==> src/rtl/dsp_pkg.sv <==
// Shared constants and helpers for the DSP result collector and its FIFO.
package dsp_pkg;

    localparam int P_WIDTH     = 48;
    localparam int DSP_LATENCY = 4;
    localparam int FIFO_DEPTH  = 8;

    // Ceiling log2, usable in parameter and port-width expressions.
    function automatic int clog2(input int value);
        int result;
        result = 0;
        for (int v = value - 1; v > 0; v = v >> 1) begin
            result++;
        end
        return result;
    endfunction

endpackage

==> src/rtl/result_fifo.sv <==
// Synchronous FIFO holding captured DSP results; extra pointer MSB distinguishes full from empty.
module result_fifo
    import dsp_pkg::*;
#(
    parameter int WIDTH = P_WIDTH,
    parameter int DEPTH = FIFO_DEPTH
) (
    input  logic                   i_clk,
    input  logic                   i_rst_n,
    input  logic                   i_clr,
    input  logic                   i_push,
    input  logic                   i_pop,
    input  logic [WIDTH-1:0]       i_data,
    output logic [WIDTH-1:0]       o_data,
    output logic                   o_full,
    output logic                   o_empty,
    output logic [clog2(DEPTH):0]  o_count
);

    localparam int AW = clog2(DEPTH);

    logic [WIDTH-1:0] r_mem [DEPTH];
    logic [AW:0]      r_wptr;
    logic [AW:0]      r_rptr;
    logic             w_full;
    logic             w_empty;
    logic             w_do_push;
    logic             w_do_pop;

    assign w_empty   = (r_wptr == r_rptr);
    assign w_full    = (r_wptr[AW] != r_rptr[AW]) && (r_wptr[AW-1:0] == r_rptr[AW-1:0]);
    // A push into a full FIFO is only legal when the head leaves in the same cycle.
    assign w_do_push = i_push && (!w_full || i_pop);
    assign w_do_pop  = i_pop && !w_empty;

    always_ff @(posedge i_clk or negedge i_rst_n) begin
        if (!i_rst_n) begin
            r_wptr <= '0;
            r_rptr <= '0;
            for (int i = 0; i < DEPTH; i++) begin
                r_mem[i] <= '0;
            end
        end else if (i_clr) begin
            r_wptr <= '0;
            r_rptr <= '0;
        end else begin
            if (w_do_push) begin
                r_mem[r_wptr[AW-1:0]] <= i_data;
                r_wptr                <= r_wptr + (AW+1)'(1);
            end
            if (w_do_pop) begin
                r_rptr <= r_rptr + (AW+1)'(1);
            end
        end
    end

    assign o_data  = r_mem[r_rptr[AW-1:0]];
    assign o_full  = w_full;
    assign o_empty = w_empty;
    assign o_count = r_wptr - r_rptr;

endmodule

==> src/rtl/dsp_result_collector.sv <==
// Issues ops into a fixed-latency DSP slice, tracks them with tokens and buffers results under credits.
module dsp_result_collector
    import dsp_pkg::*;
#(
    parameter int WIDTH   = P_WIDTH,
    parameter int LATENCY = DSP_LATENCY,
    parameter int DEPTH   = FIFO_DEPTH
) (
    input  logic                   CLK,
    input  logic                   rst_n,
    input  logic                   flush,
    input  logic                   issue_valid,
    output logic                   issue_ready,
    output logic                   dsp_ce,
    input  logic [WIDTH-1:0]       p_in,
    output logic                   m_valid,
    input  logic                   m_ready,
    output logic [WIDTH-1:0]       m_data,
    output logic [clog2(DEPTH):0]  level,
    output logic                   overflow
);

    // Handshakes: a transfer happens in any cycle where valid && ready; ready never waits on valid.

    localparam int              LW      = clog2(DEPTH) + 1;
    localparam logic [LW-1:0]   L_DEPTH = LW'(DEPTH);

    logic [LATENCY-1:0] r_tok;
    logic [LW-1:0]      r_level;
    logic               r_overflow;
    logic               w_fire;
    logic               w_pop;
    logic               w_push;
    logic               w_ce;
    logic               w_issue_ready;
    logic               w_full;
    logic               w_empty;
    logic [LW-1:0]      w_fifo_count;

    assign w_pop         = !w_empty && m_ready;
    assign w_issue_ready = !flush && ((r_level < L_DEPTH) || ((r_level == L_DEPTH) && w_pop));
    assign w_fire        = issue_valid && w_issue_ready;
    // Pending tokens keep the slice clocked, so a fired op can never stall mid-pipe.
    assign w_ce          = w_fire || (|r_tok);
    assign w_push        = w_ce && r_tok[LATENCY-1] && !flush;

    always_ff @(posedge CLK or negedge rst_n) begin
        if (!rst_n) begin
            r_tok <= '0;
        end else if (flush) begin
            r_tok <= '0;
        end else if (w_ce) begin
            r_tok[0] <= w_fire;
            for (int i = 1; i < LATENCY; i++) begin
                r_tok[i] <= r_tok[i-1];
            end
        end
    end

    // Level counts credits: in-flight tokens plus FIFO entries; a push only moves a credit.
    always_ff @(posedge CLK or negedge rst_n) begin
        if (!rst_n) begin
            r_level <= '0;
        end else if (flush) begin
            r_level <= '0;
        end else if (w_fire && !w_pop) begin
            r_level <= r_level + LW'(1);
        end else if (!w_fire && w_pop) begin
            r_level <= r_level - LW'(1);
        end
    end

    always_ff @(posedge CLK or negedge rst_n) begin
        if (!rst_n) begin
            r_overflow <= 1'b0;
        end else if (flush) begin
            r_overflow <= 1'b0;
        end else if (w_push && w_full && !w_pop) begin
            r_overflow <= 1'b1;
        end
    end

    result_fifo #(
        .WIDTH (WIDTH),
        .DEPTH (DEPTH)
    ) u_fifo (
        .i_clk   (CLK),
        .i_rst_n (rst_n),
        .i_clr   (flush),
        .i_push  (w_push),
        .i_pop   (w_pop),
        .i_data  (p_in),
        .o_data  (m_data),
        .o_full  (w_full),
        .o_empty (w_empty),
        .o_count (w_fifo_count)
    );

    a_no_drop: assert property (@(posedge CLK) disable iff (!rst_n) !(w_push && w_full && !w_pop));
    a_credits: assert property (@(posedge CLK) disable iff (!rst_n) (r_level >= w_fifo_count));

    assign issue_ready = w_issue_ready;
    assign dsp_ce      = w_ce;
    assign m_valid     = !w_empty;
    assign level       = r_level;
    assign overflow    = r_overflow;

endmodule

==> config.mk <==
export PLATFORM = sky130hd
export DESIGN_NAME = dsp_result_collector
export DESIGN_NICKNAME = d
export VERILOG_FILES = /design/src/rtl/dsp_pkg.sv /design/src/rtl/result_fifo.sv /design/src/rtl/dsp_result_collector.sv
export SDC_FILE = /design/constraint.sdc
export NUM_CORES = 1
export LEC_CHECK = 0
export ABC_CLOCK_PERIOD_IN_PS = 4500
export BUFFER_PORTS_ARGS = -buffer_cell sky130_fd_sc_hd__buf_2
export CELL_PAD_IN_SITES_DETAIL_PLACEMENT = 0
export CELL_PAD_IN_SITES_GLOBAL_PLACEMENT = 1
export CORE_MARGIN = 8
export CORE_UTILIZATION = 55
export DETAILED_ROUTE_END_ITERATION = 16
export GPL_TIMING_DRIVEN = 0
export PLACE_DENSITY = 0.89
export SYNTH_ARGS = -nofsm -noshare
export SYNTH_HDL_FRONTEND = slang
export SYNTH_SLANG_ARGS = --single-unit
==> constraint.sdc <==
create_clock -name CLK -period 4.5 [get_ports CLK]
set_input_delay 0.45 -clock CLK [delete_from_list [all_inputs] [get_ports CLK]]
set_output_delay 0.45 -clock CLK [all_outputs]
set_load 0.05 [all_outputs]
# Yosys cells after proc, flatten, opt, wreduce, memory -nomap -nowiden
# Index checks and enable logic that the tools add are counted.
[classes]
magnitude_cmp = 4
n_addsub = 4
reduce_logical = 29
n_mux = 17
bitwise_logic = 3
n_eq_ne = 4
[ops]
columns = ["op", "count"]
rows = [
  ["$bwmux W384", 1],
  ["$bmux W48 S3", 1],
  ["$demux W48 S3", 1],
  ["$mux W48", 3],
  ["$mux W4", 9],
  ["$logic_and A1 B1 Y1", 14],
  ["$add A4 B1 Y4 const B", 3],
  ["$ge A4 B4 Y1 const B", 2],
  ["$not A3 Y4", 2],
  ["$reduce_bool A2 Y1", 4],
  ["$logic_not A1 Y1", 5],
  ["$eq A4 B4 Y1", 1],
  ["$eq A4 B4 Y1 const B", 1],
  ["$lt A4 B1 Y1 const B", 1],
  ["$lt A4 B4 Y1 const B", 1],
  ["$reduce_or A4 Y1", 1],
  ["$sub A4 B1 Y4 const B", 1],
  ["$eq A3 B3 Y1", 1],
  ["$logic_or A1 B1 Y1", 3],
  ["$reduce_bool A3 Y1", 1],
  ["$mux W1", 2],
  ["$reduce_and A2 Y1", 1],
  ["$ne A1 B1 Y1", 1],
  ["$not A1 Y1", 1],
]
[word_totals]
inputBits = 53
output_inout_bits = 56
ff_bits = 401
elab_cells = 74

# Depth between registers and ports, before layout
# Gate-level depths: netlist of the first run.
[depth]
depth_word = 14
depth_mapped = 10
mapped_depth_nobuf = 9

# Cells and area by module
# Synthesis of the first run repeated with hierarchy kept, for this count alone.
[unflattened]
hier_cells = 1209
hier_area_um2 = 18296.3
[by_module_without_submodules]
columns = ["module", "area_each_um2", "seq_area_each_um2", "n_inst", "cells_each"]
rows = [
  ["result_fifo", 17750.8, 9809.4, 1, 1153],
  ["dsp_result_collector", 545.5, 225.2, 1, 56],
]

# Worst setup path after synthesis of the first run
# No wires, ideal clock.
[synth_timing]
path_type = "flip-flop to output port"
startpoint = "register u_fifo.r_rptr[0]"
endpoint = "output dsp_ce"
stages_incl_launch_ff = 7
n_path_buf = 2
t_arrival_ns = 2.517
t_required_ns = 4.050
path_slack_ns = 1.533
cell_sequence = "dfrtp_1 -> buf_2 -> xor2_1 -> o41a_1 -> clkbuf_1 -> a21oi_1 -> o21ai_0"
[synth_between]
elab_chain_cells = 8
[synth_lines]
columns = ["element", "line_no", "rtl"]
rows = [
  ["from (decl)", "result_fifo.sv:24", "logic [AW:0] r_rptr;"],
  ["from (signal assigned)", "result_fifo.sv:52", "r_rptr <= r_rptr + (AW+1)'(1);"],
  ["$eq A4 B4 Y1", "result_fifo.sv:30", "assign w_empty = (r_wptr == r_rptr);"],
  ["$logic_not A1 Y1", "dsp_result_collector.sv:40", "assign w_pop = !w_empty && m_ready;"],
  ["$logic_and A1 B1 Y1", "dsp_result_collector.sv:40", ""],
  ["$logic_and A1 B1 Y1", "dsp_result_collector.sv:41", "assign w_issue_ready = !flush && ((r_level < L_DEPTH) || ((r_level == L_DEPTH) && w_pop));"],
  ["$logic_or A1 B1 Y1", "dsp_result_collector.sv:41", ""],
  ["$logic_and A1 B1 Y1", "dsp_result_collector.sv:41", ""],
  ["$logic_and A1 B1 Y1", "dsp_result_collector.sv:42", "assign w_fire = issue_valid && w_issue_ready;"],
  ["$logic_or A1 B1 Y1", "dsp_result_collector.sv:44", "assign w_ce = w_fire || (|r_tok);"],
  ["to (decl)", "dsp_result_collector.sv:14", "output logic dsp_ce,"],
]
# Every way passes these cells.

# Final worst setup path of the first run
[layout_timing]
startpoint = "register u_fifo.r_rptr[1]"
endpoint = "output m_data[38]"
[layout_between]
elab_chain_cells = 4
[layout_lines]
columns = ["element", "line_no", "rtl"]
rows = [
  ["$not A3 Y4 (not written as such)", "result_fifo.sv:57", "assign o_data = r_mem[r_rptr[AW-1:0]];"],
  ["$bmux W48 S3", "result_fifo.sv:57", ""],
  ["$mux W48 (not written as such) (2 in series)", "result_fifo.sv:57", ""],
  ["to (decl)", "dsp_result_collector.sv:18", "output logic [WIDTH-1:0] m_data,"],
]
# Every way passes these cells. The select of a mux whose other input is x is not followed.

==> results of run 1 <==
==> registers in the layout (all words and copies together), names as in the netlist <==
name / count
level: 4
u_fifo.r_mem: 384
overflow: 1
u_fifo.r_wptr: 4
u_fifo.r_rptr: 4
r_tok: 4
==> worst max-delay path: cells and delay by family, from the launching register on <==
kind	cells	cell delay (ps)
multiplexers	2	710
buffers and inverters	4	1680
flip-flops	1	340
==> logic make-up after synthesis <==
| family | count (synthesis) |
|---|---|
| xor gates and xnor gates | 7 |
| buffers and inverters | 81 |
| muxes | 532 |
| DFF | 401 |
| and+or+nand+nor | 54 |
| adders and majority gates | 5 |
| AOI/OAI and AO/OA | 34 |
==> layout by cell type (no fill, tap or decap), types with 3 or more instances in the layout <==
cell type / count
a211oi_1: 3
a21oi_1: 7
a21oi_2: 7
buf_1: 4
buf_16: 3
buf_2: 136
buf_4: 6
buf_6: 19
bufinv_16: 3
clkbuf_1: 25
clkbuf_16: 41
clkbuf_8: 8
clkinv_2: 7
dfrtp_1: 401
ha_1: 4
inv_1: 5
mux2_1: 120
mux2_2: 314
mux4_2: 96
nand2_1: 12
nand2b_1: 4
nand3_1: 4
nor2_1: 8
nor2b_1: 6
nor3_1: 6
nor4_1: 3
o21ai_0: 6
xor2_1: 4
==> metal layers <==
| layer | vias to the layer above | part of all wire, % |
|---|---|---|
| li1 | 4490 | - |
| met4 | 8 | 1.6 |
| met2 | 179 | 50 |
| met5 | - | 0.13 |
| met1 | 5476 | 43 |
| met3 | 51 | 5.0 |
==> power by group <==
| group | internal (W) | switching (W) | total [W] |
|---|---|---|---|
| clock network | 0.00199 | 0.00140 | 0.00339 |
| logic | 0.000406 | 0.000765 | 0.00117 |
| registers | 0.00372 | 0.0000657 | 0.00379 |
==> cell type report <==
type                            instances  share of cell area (%)
Sequential cell                       401                   48.16
Multi-Input combinational cell        632                   37.20
Clock buffer                           57                   5.596
Timing Repair Buffer                  111                   3.038
Tap cell                              442                   2.654
Buffer                                 76                   2.342
Clock inverter                         16                  0.9127
Inverter                                5                 0.09007
Antenna cell                            1                 0.01201
==> worst max-delay path by stage <==
stage,from,end,slack [ps],depth (start not counted)
floorplan,u_fifo.r_rptr[0],dsp_ce,1530,6
global placement,rst_n,u_fifo.r_mem[204],-4760,1
detailed placement,u_fifo.r_rptr[1],m_data[38],1270,6
CTS,u_fifo.r_rptr[1],m_data[38],710,6
global route,u_fifo.r_rptr[1],m_data[38],640,6
finish,u_fifo.r_rptr[1],m_data[38],780,6
==> per-stage QoR <==
step | total power [W] | hold slack (ps) | instances | worst slack, ps | cell area, um^2
final | 0.008349 | -26.34 | 1741 | 781.2 | 20840
after floorplan | 0.004669 | 154.4 | 1114 | 1533 | 18290
after global routing | 0.008649 | 31.56 | 1741 | 641.8 | 20840
after detailed placement | 0.005036 | 468.6 | 1667 | 1274 | 19480
after CTS | 0.008434 | 5.455 | 1740 | 714.2 | 20840
after global placement | 0.005000 | 461.0 | 1664 | -4760 | 19390
==> metrics.cfg, run 1 <==
[clock_network]
cts_tree = yes
clock_path_buffers = 3
cts_setup_buffers = 0
cts-root-buf = clkbuf_16
clk_pin_slew_worst_paths_ps = 60
cts.sinks = 401
cts_hold_buf = 0
cts_made_buffers = 41
clk_latency_ps = 530
h-tree-depth = 2
ctsResizeCount = 0

[synth]
yosysMostFrequentCell = dfrtp_1
synth_top_family_by_area = multiplexers
yosysSeqAreaShare_pct = 54.86
synth-xor-area-share_pct = 0.3762
synth-main-ff-cell = dfrtp_1
synth-seq-cells = 401
syn-cell-area_mm2 = 0.01829
async_reset_ff_share_pct = 100.0
synth.avg_cell_area_um2 = 16.42
synth_top_cell_area_share_pct = 54.86
ys_types = 45
synthTopCellsByArea = dfrtp_1 (55%), mux2_2 (19%), mux4_2 (12%)
synthCells = 1114
synth_compound_area_share_pct = 1.327
synth_fa_ha_area_share_pct = 0.3830
yosysTopAreaCell = dfrtp_1
synth_mux_area_share_pct = 38.65
yosysWarningCount = 0
synth_edf_count = 0
synth_common_cells = dfrtp_1 (401), mux2_2 (314), mux2_1 (120)
synth_nets = 1172
synth-simple-area-share_pct = 1.642

[timing]
finalSetupViolations = 0
min_period_ps = 3719
finalHoldWorstSlack_ps = -26.34
grt_setup_unrepaired = no
max_slew.worst_pin.slew_ps = 965.0
final_hold_viol_count = 18
maxSlewViolCount = 0
fin_setup_tns_ps = 0
fmax_mhz = 268.9
relSlewSlack_pct = 35.67
finClkSkew_ps = 13.26
post-route-period-util_pct = 82.64

[grt]
grt_use_met3_pct = 3.955
grt_pass1_wl_um = 63920
grt.busiest_layer = met2
grt_overflow = 0
antenna_found_initial = 5
grt_max_degree = 117
grt_usage_pct = 20.68
grt_pass1_vias = 11170
grt_util_met1_pct = 28.60
gr-usage-met2_pct = 33.86

[critical_path]
ff2ff_path_depth = 9
slowest_stage = buf_1
reg2reg_from = u_fifo.r_rptr[0]
critPathRequiredTime_ps = 4050
worst_r2r_endpoint = level[3]
worstSetupStartpointType = flop
end_kind = output pin
crit_chain = buf_2 -> buf_1 -> buf_1 -> mux4_2 -> mux2_2 -> buf_2
crit_path_max_incr_delay_ps = 610
crit_type = reg2out
crit_arrival_ps = 3270
cp_max_fo = 10
reg2reg_slack_ps = 1380

[drt]
drt_wl_total_um = 39190
antenna_left = 0
first_pass_iters = 4
drt-wirelength-per-cell_um = 22.51
drcViolationCount = 0
num_vias = 10200
drt_iter0_drc = 509
viasPerCell = 5.861

[cells_and_area]
nets = 1326
fin_util_pct = 63.88
multiInputGateArea_mm2 = 0.007751
fillers = 2404
regArea_mm2 = 0.01003
drive_gt1_share_pct = 50.23
area_growth_pct = 13.91

[worst_hold_path]
hold_path.class = in2async

[floorplanning]
row_count = 66
fp.dieArea_mm2 = 0.03935
die_y_um = 198.4
core-area_mm2 = 0.03262
die_w_um = 198.4
io_pins = 109
start_util_pct = 56.08

[placed_design]
hpwl_um = 25770
gp_congestion = 0.7695
port_buffers = 108

[run]
drv_cap = 0

[status]
status = finished with violations
violations = negative hold slack

[pwr]
vdd.ir_drop.worst_mv = 0.2715
leakagePower_nw = 10.25
power_density_mw_per_mm2 = 400.7

No activity file was read; power rests on OpenSTA's default activity.
==> inputs of run 2 (changes only) <==
--- a/config.mk
+++ b/config.mk
@@ -5,15 +5,15 @@
 export SDC_FILE = /design/constraint.sdc
 export NUM_CORES = 1
 export LEC_CHECK = 0
-export ABC_CLOCK_PERIOD_IN_PS = 4500
+export ABC_CLOCK_PERIOD_IN_PS = 3600
 export BUFFER_PORTS_ARGS = -buffer_cell sky130_fd_sc_hd__buf_2
 export CELL_PAD_IN_SITES_DETAIL_PLACEMENT = 0
 export CELL_PAD_IN_SITES_GLOBAL_PLACEMENT = 1
 export CORE_MARGIN = 8
-export CORE_UTILIZATION = 55
+export CORE_UTILIZATION = 52
 export DETAILED_ROUTE_END_ITERATION = 16
 export GPL_TIMING_DRIVEN = 0
-export PLACE_DENSITY = 0.89
+export PLACE_DENSITY = 0.86
 export SYNTH_ARGS = -nofsm -noshare
 export SYNTH_HDL_FRONTEND = slang
 export SYNTH_SLANG_ARGS = --single-unit
==> constraint.sdc (replaced) <==
create_clock -name CLK -period 3.6 [get_ports CLK]
set_input_delay 0.36 -clock CLK [delete_from_list [all_inputs] [get_ports CLK]]
set_output_delay 0.36 -clock CLK [all_outputs]
set_load 0.05 [all_outputs]
==> metrics.cfg, run 2 (synthesis results as in run 1) <==
[status]
status = finished clean

[cells_and_area]
largest_reg_flops = 384
layout_common_cells = dfrtp_1 (401), mux2_2 (314), buf_2 (136)
final_common_cell = dfrtp_1
fin_util_pct = 60.58
largest_register = u_fifo.r_mem
nets = 1328
drive_gt1_share_pct = 50.34
fillers = 2595
area_growth_pct = 14.67

[timing]
fin_setup_tns_ps = 0
finClkSkew_ps = 19.69
finalSetupViolations = 0
max_slew.worst_pin.slew_ps = 871.3
post-route-period-util_pct = 94.13
maxSlewViolCount = 0
final_hold_viol_count = 0
grt_setup_unrepaired = no
relSlewSlack_pct = 41.91
min_period_ps = 3389
fmax_mhz = 295.1

[pwr]
leakagePower_nw = 10.31
vdd.ir_drop.worst_mv = 0.4244
power_density_mw_per_mm2 = 511.7

[floorplanning]
fp.dieArea_mm2 = 0.04143
die_y_um = 203.6
core-area_mm2 = 0.03463
start_util_pct = 52.83
die_w_um = 203.6
io_pins = 109
row_count = 68

[grt]
grt_max_degree = 128
grt_pass1_vias = 11250
grt_usage_pct = 20.01
antenna_found_initial = 3
grt_pass1_wl_um = 65060
grt_overflow = 0

[placed_design]
hpwl_um = 25470
gp_congestion = 0.7438
port_buffers = 108

[critical_path]
end_kind = output pin
crit_type = reg2out
cp_max_fo = 10
critPathRequiredTime_ps = 3240
reg2reg_from = u_fifo.r_rptr[1]
crit_start = u_fifo.r_rptr[0]
crit_arrival_ps = 3030
worstSetupStartpointType = flop

[worst_hold_path]
worstHoldStart = p_in[14]
hold_path.class = in2reg

[clock_network]
clock_path_buffers = 3
cts_setup_buffers = 0
cts-root-buf = clkbuf_16
cts_made_buffers = 43
cts.sinks = 401
cts_tree = yes
clk_latency_ps = 580
h-tree-depth = 2
clk_pin_slew_worst_paths_ps = 60

[drt]
num_vias = 10280
drt_iter0_drc = 568
viasPerCell = 5.835
antenna_left = 0
drt_wl_total_um = 40120
first_pass_iters = 4
drcViolationCount = 0
drt-wirelength-per-cell_um = 22.78

[run]
drv_cap = 0

-- run 2: cell types whose count changed in the layout (fill, tap and decap cells not counted), sizes merged --
cell / change
buf: -4
dlygate4sd3: +1
inv: +1
bufinv: +1
clkbuf: +10
clkinv: -2
-- run 2: area by class of cell --
cell class	count	area [um^2]	share of cell area (%)
sequential	401	10030	47.84
multi-input combinational	632	7751	36.95
clock buffer	64	1235	5.887
timing repair buffer	112	643.1	3.066
tap	455	569.3	2.714
buffer	75	493.0	2.350
clock inverter	16	229.0	1.092
inverter	5	18.77	0.08947
antenna	1	2.502	0.01193
-- run 2: final timing paths --
| kind | cells after the start | slack (ps) | endpoint |
|---|---|---|---|
| worst max-delay path | 6 | 210 | m_data[46] |
| worst min-delay path | 2 | 100 | u_fifo.r_mem[62] |
| worst max register to register | 9 | 370 | level[3] |
| worst min register to register | 1 | 480 | u_fifo.r_mem[274] |
| max in group asynchronous | 4 | 1710 | u_fifo.r_mem[303] |
| min in group asynchronous | 2 | 390 | u_fifo.r_mem[370] |
-- run 2: critical path, cell delays in order (launching register included) --
cell and delay (ps):
dfrtp_1 340, buf_2 280, buf_2 380, clkbuf_4 390
mux4_2 540, mux2_2 300, buf_2 220
-- run 2: report_power, final --
part	switching, W	total (W)	internal [W]	leakage (nW)
Sequential	0.0000837	0.00474	0.00465	5.55
Combinational	0.000956	0.00146	0.000508	4.04
Clock	0.00184	0.00453	0.00269	0.713
-- run 2: per-stage QoR --
stage | setup WS, ps | instances | total power, W | cell area, um^2 | hold WS (ps)
2_1_floorplan | 723.0 | 1114 | 0.005837 | 18290 | 64.41
3_3_place_gp | -5597 | 1677 | 0.006258 | 19400 | 461.5
3_5_place_dp | 427.9 | 1680 | 0.006294 | 19490 | 414.8
4_1_cts | 7.439 | 1761 | 0.01086 | 20970 | 76.93
5_1_grt | 12.10 | 1761 | 0.01113 | 20980 | 95.82
6_report | 211.1 | 1761 | 0.01073 | 20980 | 101.5
-- run 2: repair_timing --
item,CTS,global route
resized for setup,2,4
hold endpoints to repair,83,0
gates cloned,0,0
pin swaps,0,0
hold buffers,1,0
setup endpoints to repair,19,18
-- run 2: layer usage --
layer / part of all wire [%] / track usage (%) / vias to the layer above
met4: 1.8 / 5.180 / 4
met3: 4.1 / 4.157 / 58
met1: 47 / 28.45 / 5518
met5: 0.067 / 0 / -
li1: - / - / 4510
met2: 47 / 31.24 / 185
